===== config.mk =====
export PLATFORM = sky130hd
export DESIGN_NAME = ttt_game_ctrl
export DESIGN_NICKNAME = d
export VERILOG_FILES = /design/src/rtl/ttt_pkg.sv /design/src/rtl/ttt_line_check.sv /design/src/rtl/ttt_game_ctrl.sv
export SDC_FILE = /design/constraint.sdc
export NUM_CORES = 1
export LEC_CHECK = 0
export BUFFER_PORTS_ARGS = -buffer_cell sky130_fd_sc_hd__buf_2
export CAP_MARGIN = 10
export CORE_ASPECT_RATIO = 1.4
export CORE_MARGIN = 1.5
export CORE_UTILIZATION = 35
export CTS_CLUSTER_DIAMETER = 80
export DETAILED_ROUTE_END_ITERATION = 10
export PLACE_DENSITY = 0.57
export SETUP_SLACK_MARGIN = 0.4
export SLEW_MARGIN = 40
export SYNTH_ARGS = -nofsm -noshare
export SYNTH_HDL_FRONTEND = slang
export SYNTH_HIERARCHICAL = 1
export SYNTH_SLANG_ARGS = --single-unit

===== constraint.sdc =====
create_clock -name clk_10000Hz -period 3 [get_ports clk_10000Hz]
set_input_delay 0.15 -clock clk_10000Hz [delete_from_list [all_inputs] [get_ports clk_10000Hz]]
set_output_delay 0.15 -clock clk_10000Hz [all_outputs]
set_load 0.005 [all_outputs]

===== src/rtl/ttt_pkg.sv =====
// Shared tic-tac-toe definitions: gameend codes, controller states and win-line masks.
// The display stage decodes gameend using the same constants.
package ttt_pkg;

  localparam logic [1:0] GE_NONE  = 2'b00;
  localparam logic [1:0] GE_O_WIN = 2'b01;
  localparam logic [1:0] GE_X_WIN = 2'b10;
  localparam logic [1:0] GE_DRAW  = 2'b11;

  typedef enum logic [1:0] {
    ST_PLAY  = 2'd0,
    ST_CHECK = 2'd1,
    ST_OVER  = 2'd2
  } state_t;

  // Cells are row-major with bit 0 top-left; entry 0 is the top row.
  localparam logic [7:0][8:0] WIN_LINES = {
    9'h054, 9'h111,           // anti-diagonal, main diagonal
    9'h124, 9'h092, 9'h049,   // columns 2, 1, 0
    9'h1C0, 9'h038, 9'h007    // rows 2, 1, 0
  };

  function automatic logic is_onehot9(input logic [8:0] v);
    return (v != 9'd0) && ((v & (v - 9'd1)) == 9'd0);
  endfunction

endpackage


===== src/rtl/ttt_line_check.sv =====
// Combinational win detector: flags a board that fully covers any of the eight lines.
module ttt_line_check
  import ttt_pkg::*;
(
  input  logic [8:0] i_board,
  output logic       o_win
);

  always_comb begin
    o_win = 1'b0;
    for (int l = 0; l < 8; l++) begin
      if ((i_board & WIN_LINES[l]) == WIN_LINES[l]) o_win = 1'b1;
    end
  end

endmodule


===== src/rtl/ttt_game_ctrl.sv =====
// Tic-tac-toe controller: takes cell/new-game button edges, keeps both boards,
// alternates turns and reports win/draw codes for the dot-matrix display stage.
module ttt_game_ctrl
  import ttt_pkg::*;
#(
  parameter logic FIRST_O = 1'b1
) (
  input  logic       clk_10000Hz,
  input  logic       reset,
  input  logic [8:0] key,
  input  logic       new_game,
  output logic       whosTurn,
  output logic [1:0] gameend,
  output logic [8:0] board_o,
  output logic [8:0] board_x,
  output logic [3:0] move_cnt,
  output logic       illegal_move
);

  state_t     r_state;
  logic [8:0] r_key_prev;
  logic       r_ng_prev;
  logic [8:0] r_board_o;
  logic [8:0] r_board_x;
  logic [3:0] r_move_cnt;
  logic [1:0] r_gameend;
  logic       r_turn;
  logic       r_illegal;

  logic [8:0] w_key_rise;
  logic       w_ng_rise;
  logic [8:0] w_occupied;
  logic [8:0] w_mover_board;
  logic       w_win;

  assign w_key_rise    = key & ~r_key_prev;
  assign w_ng_rise     = new_game & ~r_ng_prev;
  assign w_occupied    = r_board_o | r_board_x;
  // whosTurn is still the mover's value while in CHECK, so it selects the board just played.
  assign w_mover_board = r_turn ? r_board_o : r_board_x;

  ttt_line_check u_line_check (
    .i_board (w_mover_board),
    .o_win   (w_win)
  );

  always_ff @(posedge clk_10000Hz) begin
    if (!reset) begin
      r_state    <= ST_PLAY;
      r_key_prev <= 9'd0;
      r_ng_prev  <= 1'b0;
      r_board_o  <= 9'd0;
      r_board_x  <= 9'd0;
      r_move_cnt <= 4'd0;
      r_gameend  <= GE_NONE;
      r_turn     <= FIRST_O;
      r_illegal  <= 1'b0;
    end else begin
      r_key_prev <= key;
      r_ng_prev  <= new_game;
      r_illegal  <= 1'b0;
      if (w_ng_rise) begin
        r_state    <= ST_PLAY;
        r_board_o  <= 9'd0;
        r_board_x  <= 9'd0;
        r_move_cnt <= 4'd0;
        r_gameend  <= GE_NONE;
        r_turn     <= FIRST_O;
      end else begin
        case (r_state)
          ST_PLAY: begin
            if (w_key_rise != 9'd0) begin
              if (is_onehot9(w_key_rise) && ((w_key_rise & w_occupied) == 9'd0)) begin
                if (r_turn) r_board_o <= r_board_o | w_key_rise;
                else        r_board_x <= r_board_x | w_key_rise;
                r_move_cnt <= r_move_cnt + 4'd1;
                r_state    <= ST_CHECK;
              end else begin
                r_illegal <= 1'b1;
              end
            end
          end
          ST_CHECK: begin
            if (w_win) begin
              r_gameend <= r_turn ? GE_O_WIN : GE_X_WIN;
              r_state   <= ST_OVER;
            end else if (r_move_cnt == 4'd9) begin
              r_gameend <= GE_DRAW;
              r_state   <= ST_OVER;
            end else begin
              r_turn  <= ~r_turn;
              r_state <= ST_PLAY;
            end
          end
          ST_OVER: begin
            r_state <= ST_OVER;
          end
          default: begin
            r_state <= ST_PLAY;
          end
        endcase
      end
    end
  end

  assign whosTurn     = r_turn;
  assign gameend      = r_gameend;
  assign board_o      = r_board_o;
  assign board_x      = r_board_x;
  assign move_cnt     = r_move_cnt;
  assign illegal_move = r_illegal;

endmodule


==> results list, run 1 <==
- Final-report hold violation count: 0
- Dividing the synthesized area by the synthesized cell count gives 8.92 sq um.
- For this run, the number of Yosys warnings is 6.
- Total instance count after detailed placement: 300
- Total nets after synthesis: 217
- The number of gates resized after CTS was 0.
* Max Clock Freq: 423 MHz
- Subtracting the final worst setup slack from the clock period gives 2360 ps.
- Die Footprint: 5620 sq um
- Endpoint type of the worst setup path: flop
* Area used by multi-input combinational logic: 1020 sq um
- Clock buffers created by TritonCTS: 5
- Fraction of power consumed by sequential logic: 54.7%
- Antenna cell count: 0
- VDD sags by at most 0.220 mV.
- Counting flops with an async set or reset pin after synthesis yields a share of 0%.
* Maximum fanout encountered on the critical timing path: 15
* Port buffer count: 37
- WL met3: 178 um
- Clock skew: 6.58 ps
* Maximum number of pins on one net before global-route repair: 18
- Boundary Pins: 38
* Number of DRC markers after the initial detailed-route iteration: 86
* Sw power: 0.239 mW
- For the pin with the worst max-slew slack, the measured transition is 591 ps.
- Dividing total power by cell area gives a power density of 448 nW/um^2.
- Final nets: 257
- The initial antenna violation count was 0.
- Global routing used 15.8% of the available tracks across all layers.
- Ranking of synthesized cells by area: sky130_fd_sc_hd__dfxtp_1 (42%), sky130_fd_sc_hd__nand2_1 (6.6%), sky130_fd_sc_hd__o21ai_0 (6.1%), sky130_fd_sc_hd__mux2_2 (5.6%), sky130_fd_sc_hd__and2_1 (3.8%)
* ANT nets after route: 0
- The library cell used most frequently in the layout, excluding fill and tap cells, is sky130_fd_sc_hd__dfxtp_1.
- The highest layer touched by signal routing is met4.
- Share of Yosys cell area claimed by the top area cell type: 42.0%
- Count of endpoints failing setup in the final report: 0
* Number of unique standard cell types used by synthesis: 48
- The worst hold path belongs to the class primary input to flop.
- Hold_ws: 81.2 ps
* Average wire length per cell after detail routing: 13.5 um
* Number of enable flip-flop cells after synthesis: 0
* Count of mapped cells out of synthesis: 203
* Total via count after detailed routing: 1,533
- Starting utilization of the core area: 36.8%
- RSZ-0062 raised after global routing: false
* Post-synthesis to final-layout area growth: 18.2%
* Number of standard-cell rows in the floorplan: 30
- STA classifies the critical path startpoint as a flop.
- From bottom edge to top edge, the die measures 88.1 um.
- At the end of routability-driven placement, the weighted congestion stood at 0.868.
* Final standard cell count with taps included and fillers excluded: 307
- Post-synth design cell area: 1810 sq um
- After global routing the overflow that remains totals 0.
- First-pass GRT wire length: 6710 um
- The via count of the first global-routing pass came to 1,394.
* Hold buffer count at CTS: 0
- Number of setup buffers added after CTS: 0
- Clock Power Share: 34.3%
- Dominant cell type by area after synthesis: sky130_fd_sc_hd__dfxtp_1
- Core Region: 4920 sq um
* Depth of the CTS H-tree: 2
- Final-report max-slew violation count: 0
- For this block, the routed nets add up to 4150 um of wire.
* Root Buffer: sky130_fd_sc_hd__clkbuf_8
- Crit share post-route: 78.8%
- Clock-pin transition on the worst setup and hold timing paths: 70 ps
- Data on the critical path arrives at its endpoint at 2540 ps.
* Total number of clock tree sinks: 38
- Class of the most critical setup path: flop to flop
* Sum of negative setup slack: 0 ps
* Max transition margin: 60.6%
* Top library cells by usage in the layout, fill and taps aside: sky130_fd_sc_hd__dfxtp_1 (38), sky130_fd_sc_hd__buf_2 (37), sky130_fd_sc_hd__nand2_1 (32), sky130_fd_sc_hd__o21ai_0 (22), sky130_fd_sc_hd__and2_1 (11)
- Share of post-route cells with drive strength above 1: 30.0%
* FILL cells: 498
* Outcome: finished, final reports clean
- The internal portion of the total power is 0.720 mW.
* Maximum number of buffers from clock root to sink: 2
- DIE WIDTH: 63.8 um
* Leakage power total: 0.890 nW
- Ys flop type: sky130_fd_sc_hd__dfxtp_1
- The detailed router put a total of 1860 um of wire on met1.
- Synthesis inferred 38 register bits.
- Dividing the detail-routed via count by the number of cells gives 4.99.
* Final routed DRC violation total: 0
- Post-detail-place hpwl: 3220 um
* Register area: 761 sq um
- CTS tree: built
- CP Data Required Time: 3180 ps
* Sequential cell area fraction in the yosys report: 42.0%
* Met2 wirelength from detailed routing: 2060 um
- Clock latency on the worst-skew pair, taken at its later pin, is 290 ps.
* Switching share of total power: 24.9%
- Drt first pass iters: 4
* Number of max-cap violations: 0
- Per report_power, the combinational group accounts for 11.0% of the total.
==> registers in the layout, indices dropped and copies added, names as in the netlist <==
name / flops
r_key_prev: 9
illegal_move: 1
board_x: 9
move_cnt: 4
board_o: 9
r_ng_prev: 1
gameend: 2
whosTurn: 1
r_state: 2
==> power groups by stage <==
stage	Sequential (mW)	Clock [mW]	Combinational [mW]
floorplan	0.535	0	0.0747
global placement	0.536	0	0.106
detailed placement	0.537	0	0.106
CTS	0.525	0.338	0.107
global route	0.526	0.361	0.117
finish	0.525	0.329	0.106
==> metal layers <==
metal  vias to the layer above  track usage, %
li1                        795               -
met1                       698            18.4
met2                        34            27.7
met3                         6            4.37
met4                         0            5.34
met5                         -               0
==> worst max-delay path, cell delays in order (launching register included) <==
cell,delay [ps]
sky130_fd_sc_hd__dfxtp_1,700
sky130_fd_sc_hd__mux2_2,420
sky130_fd_sc_hd__a22o_1,230
sky130_fd_sc_hd__a22oi_1,180
sky130_fd_sc_hd__nand2_1,120
sky130_fd_sc_hd__o21bai_1,180
sky130_fd_sc_hd__and2_1,170
sky130_fd_sc_hd__o221a_2,260
==> cell usage after synthesis (2+ instances only) <==
master                      n
sky130_fd_sc_hd__mux2_2     9
sky130_fd_sc_hd__o22ai_1    2
sky130_fd_sc_hd__nor2_1     9
sky130_fd_sc_hd__ha_1       2
sky130_fd_sc_hd__or2b_2     3
sky130_fd_sc_hd__nor3_1     5
sky130_fd_sc_hd__clkbuf_1   5
sky130_fd_sc_hd__nor2b_1    5
sky130_fd_sc_hd__o21ai_1    2
sky130_fd_sc_hd__a22oi_1    2
sky130_fd_sc_hd__nand2_1   32
sky130_fd_sc_hd__a22o_1     3
sky130_fd_sc_hd__nand2b_1   5
sky130_fd_sc_hd__and2_1    11
sky130_fd_sc_hd__and3_1     3
sky130_fd_sc_hd__inv_1      4
sky130_fd_sc_hd__a21oi_1    6
sky130_fd_sc_hd__nor2b_4    3
sky130_fd_sc_hd__o21ai_0   22
sky130_fd_sc_hd__dfxtp_1   38
sky130_fd_sc_hd__nand3_1    5
==> per-stage QoR <==
step	setup WS (ps)	utilization (%)	area (sq um)	power, mW
final	637	43.6	2140	0.960
after detailed placement	624	42.0	2070	0.643
after global placement	705	42.0	2070	0.642
after CTS	622	43.6	2140	0.969
after floorplan	684	-	1810	0.610
after global routing	462	43.6	2140	1.00
==> logic make-up (layout without fill, tap and decap cells) <==
kind of cell               count (synthesis)  in the layout  share of synthesized area, %
and+or+nand+nor                           93             93                          29.8
AOI/OAI and AO/OA                         49             49                          17.7
DFF                                       38             38                          42.0
muxes                                     10             10                          6.15
buffers and inverters                      9             49                          1.86
adders and majority gates                  3              3                          1.93
xor gates and xnor gates                   1              1                         0.484
==> area by class of cell <==
type | instances | area share [%]
multi-input cells | 156 | 47.5
clock buffers | 7 | 3.56
flip-flops and latches | 38 | 35.5
well taps | 64 | 3.74
inverters | 4 | 0.701
repair buffers | 38 | 9.00
==> path summary, 6_finish.rpt <==
path,startpoint,end,slack (ps),cells past startpoint
worst max-delay path,whosTurn$_SDFFE_PP1P_,gameend[0]$_SDFFE_PP0P_,640,7
worst min-delay path,new_game,r_ng_prev$_SDFF_PN0_,80,2
worst max register to register,whosTurn$_SDFFE_PP1P_,gameend[0]$_SDFFE_PP0P_,640,7
worst min register to register,board_x[4]$_SDFFE_PP0P_,board_x[4]$_SDFFE_PP0P_,490,2
Note: power is estimated with default switching activity, not from simulation.
==> run 2: changes to the inputs <==
--- a/config.mk
+++ b/config.mk
@@ -12,7 +12,7 @@
 export CORE_UTILIZATION = 35
 export CTS_CLUSTER_DIAMETER = 80
 export DETAILED_ROUTE_END_ITERATION = 10
-export PLACE_DENSITY = 0.57
+export PLACE_DENSITY = 0.59
 export SETUP_SLACK_MARGIN = 0.4
 export SLEW_MARGIN = 40
 export SYNTH_ARGS = -nofsm -noshare
==> constraint.sdc (replaced) <==
create_clock -name clk_10000Hz -period 2.1 [get_ports clk_10000Hz]
set_input_delay 0.105 -clock clk_10000Hz [delete_from_list [all_inputs] [get_ports clk_10000Hz]]
set_output_delay 0.105 -clock clk_10000Hz [all_outputs]
set_load 0.005 [all_outputs]
==> run 2 against run 1 <==
First-iteration DRC count is 63% higher. Critical endpoint unchanged. Clock skew is 1.8 ps higher. Non-clock buffer count is 9 higher. Fmax is 17% higher. Worst setup slack worse by 560 ps. Via count is 9.8% higher. Final cell count is 3.9% higher. Sequential share of layout area is 4.9 points lower. Combinational power is 94% higher. Global-route usage is 1.9 points higher. Die area stayed put.
==> results list, run 2 (synthesis results as in run 1) <==
- The run finished with clean final reports.
- Post-route minimum period: 2020 ps (-338 ps)
* Placed cell area: 2090 sq um (+1.1%)
- The worst setup slack after layout came to 75.5 ps (-562 ps).
* Max transition margin: 51.1% (-9.4 points)
- Max Clock Freq: 494 MHz (+17%)
* Clock buffers created by TritonCTS: 5 (unchanged)
- The worst setup path is of the flop to flop kind.
- Crit share post-route: 96.4% (+18 points)
- In this run the worst hold path is classified as primary input to flop.
- Crit path buffers/inverters: 1 (+1)
- From synthesis to final layout, the design area changed by 38.5%.
- Slew at the pin closest to its max-slew limit: 729 ps (+138 ps)
- Drt first pass iters: 7 (+3)
* Sum of negative setup slack: 0 ps (unchanged)
- The worst-case vdd ir drop is 0.265 mV (+21%).
- The final-report setup violation count was 0 (unchanged).
* Starting utilization of the core area: 36.8% (unchanged)
- Category of the worst setup path launch point: flop
- Total instance count after detailed placement: 300 (unchanged)
* CP Data Required Time: 2290 ps (-890 ps)
* First-pass GRT wire length: 7530 um (+12%)
- The count of max-cap constraint violations was 0 (unchanged).
- Final routed DRC violation total: 0 (unchanged)
- The detailed router's first-iteration violation count came to 140 (+63%).
- GRT Residual Overflow: 0 (unchanged)
- The post-route non-filler standard cell count is 319 (+3.9%).
- Boundary Pins: 38 (unchanged)
* Core Region: 4920 sq um (unchanged)
- The last weighted congestion value of the routability-driven placer is 0.782 (-10%).
* Via count of the first global-routing pass: 1,589 (+14%)
- Endpoint type of the worst setup path: flop
- Cells traversed along the worst timing path: buf_12, mux2_4, a22o_1, a22oi_1, nand2_1, o21bai_4, and2_4, o221a_4
- Internal reg-to-reg setup slack: 80 ps (-560 ps)
* Die Footprint: 5620 sq um (unchanged)
- Among cell families on the critical path, the largest total delay comes from compound AO/OA/AOI/OAI gates.
* RSZ-0062 raised after global routing: true
- Worst path max stage delay: 360 ps (-340 ps)
- The final antenna diode count came to 0 (unchanged).
* Final-report max-slew violation count: 0 (unchanged)
* Leakage power total: 1.08 nW (+22%)
* Total via count after detailed routing: 1,683 (+9.8%)
- Depth of the CTS H-tree: 2 (unchanged)
* GRT Total Usage: 17.7% (+1.9 points)
- Final design instance area without fill: 2510 sq um (+17%)
- The placed wire-length estimate came to 3140 um (-2.3%).
* Antenna violations before repair: 0 (unchanged)
* Wire length after detailed routing: 4820 um (+16%)
- Clock skew: 8.37 ps (+1.80 ps)
- TritonCTS built the clock tree.
* Number of standard-cell rows in the floorplan: 30 (unchanged)
- The number of hold buffers added after CTS is 0 (unchanged).
- Maximum number of pins on one net before global-route repair: 32 (+14)
- Hold_ws: 28.9 ps (-52.3 ps)
- The number of port buffers came to 37 (unchanged).
- Worst slack after detailed placement: 56.6 ps (-568 ps)
- The post-detailed-route count of antenna-violating nets came to 0 (unchanged).
- Power Density: 592 nW/um^2 (+32%)
- Leaving out fill and tap cells, the most frequent cell in the layout is sky130_fd_sc_hd__buf_2.
- Root Buffer: sky130_fd_sc_hd__clkbuf_8
- The number of buffers on the longest clock path is 2 (unchanged).
- Total number of clock tree sinks: 38 (unchanged)
- Share of post-route cells with drive strength above 1: 47.1% (+17 points)
- Vertical extent of the die: 88.1 um (unchanged)
- Top library cells by usage in the layout, fill and taps aside: sky130_fd_sc_hd__buf_2 (37), sky130_fd_sc_hd__dfxtp_1 (34), sky130_fd_sc_hd__nand2_1 (32), sky130_fd_sc_hd__o21ai_1 (11), sky130_fd_sc_hd__and2_1 (9)
- The count of endpoints failing hold in the final timing report came to 0 (unchanged).
- Data arrival at the endpoint of the critical path: 2220 ps (-320 ps)
* Maximum fanout encountered on the critical timing path: 5 (-10)
* Library cell contributing the largest single delay on the critical path: sky130_fd_sc_hd__dfxtp_4
- Clock-pin transition on the worst setup and hold timing paths: 80 ps (about the same)
* Total power: 1.48 mW (+55%)
- The die boundary width came to 63.8 um (unchanged).
* Final nets: 268 (+4.3%)
* Vias per cell: 5.28 (+5.7%)
- The clock latency on the worst-skew pair is 300 ps (about the same).
- Utilization after layout: 51.0% (+7.5 points)
- The wire length per cell was 15.1 um (+12%).
[run 2: where the power goes]
group / switching (mW) / internal (mW)
clock: 0.266 / 0.264
sequential: 0.0116 / 0.737
combinational: 0.118 / 0.0883
total: 0.396 / 1.09
[run 2: routing by layer]
metal,track usage [%],share of wire (%),vias up
li1,-,-,825
met1,19.2,43,812
met2,31.7,53,42
met3,4.63,3.4,4
met4,8.50,1.3,0
met5,0,0,-
[run 2: what timing repair did]
item | in CTS | in global routing
buffers inserted | 7 | 2
endpoints found under the setup margin | 25 | 27
pin swaps | 5 | 21
cloned | 1 | 1
gates resized for setup | 21 | 44
[run 2: final cells by class]
| class | instances | area (sq um) |
|---|---|---|
| Clock buffer | 6 | 82.6 |
| Timing Repair Buffer | 47 | 284 |
| Tap cell | 64 | 80.1 |
| Clock inverter | 2 | 12.5 |
| Sequential cell | 38 | 768 |
| Inverter | 4 | 15.0 |
| Multi-Input combinational cell | 158 | 1270 |
| Fill cell | 468 | 2410 |
[run 2: final timing paths]
check                          start                      end  cells after the start
max reg2reg    whosTurn$_SDFFE_PP1P_  gameend[0]$_SDFFE_PP0P_                      8
max            whosTurn$_SDFFE_PP1P_  gameend[0]$_SDFFE_PP0P_                      8
min                         new_game     r_ng_prev$_SDFF_PN0_                      2
min reg2reg  board_o[3]$_SDFFE_PP0P_  board_o[3]$_SDFFE_PP0P_                      2
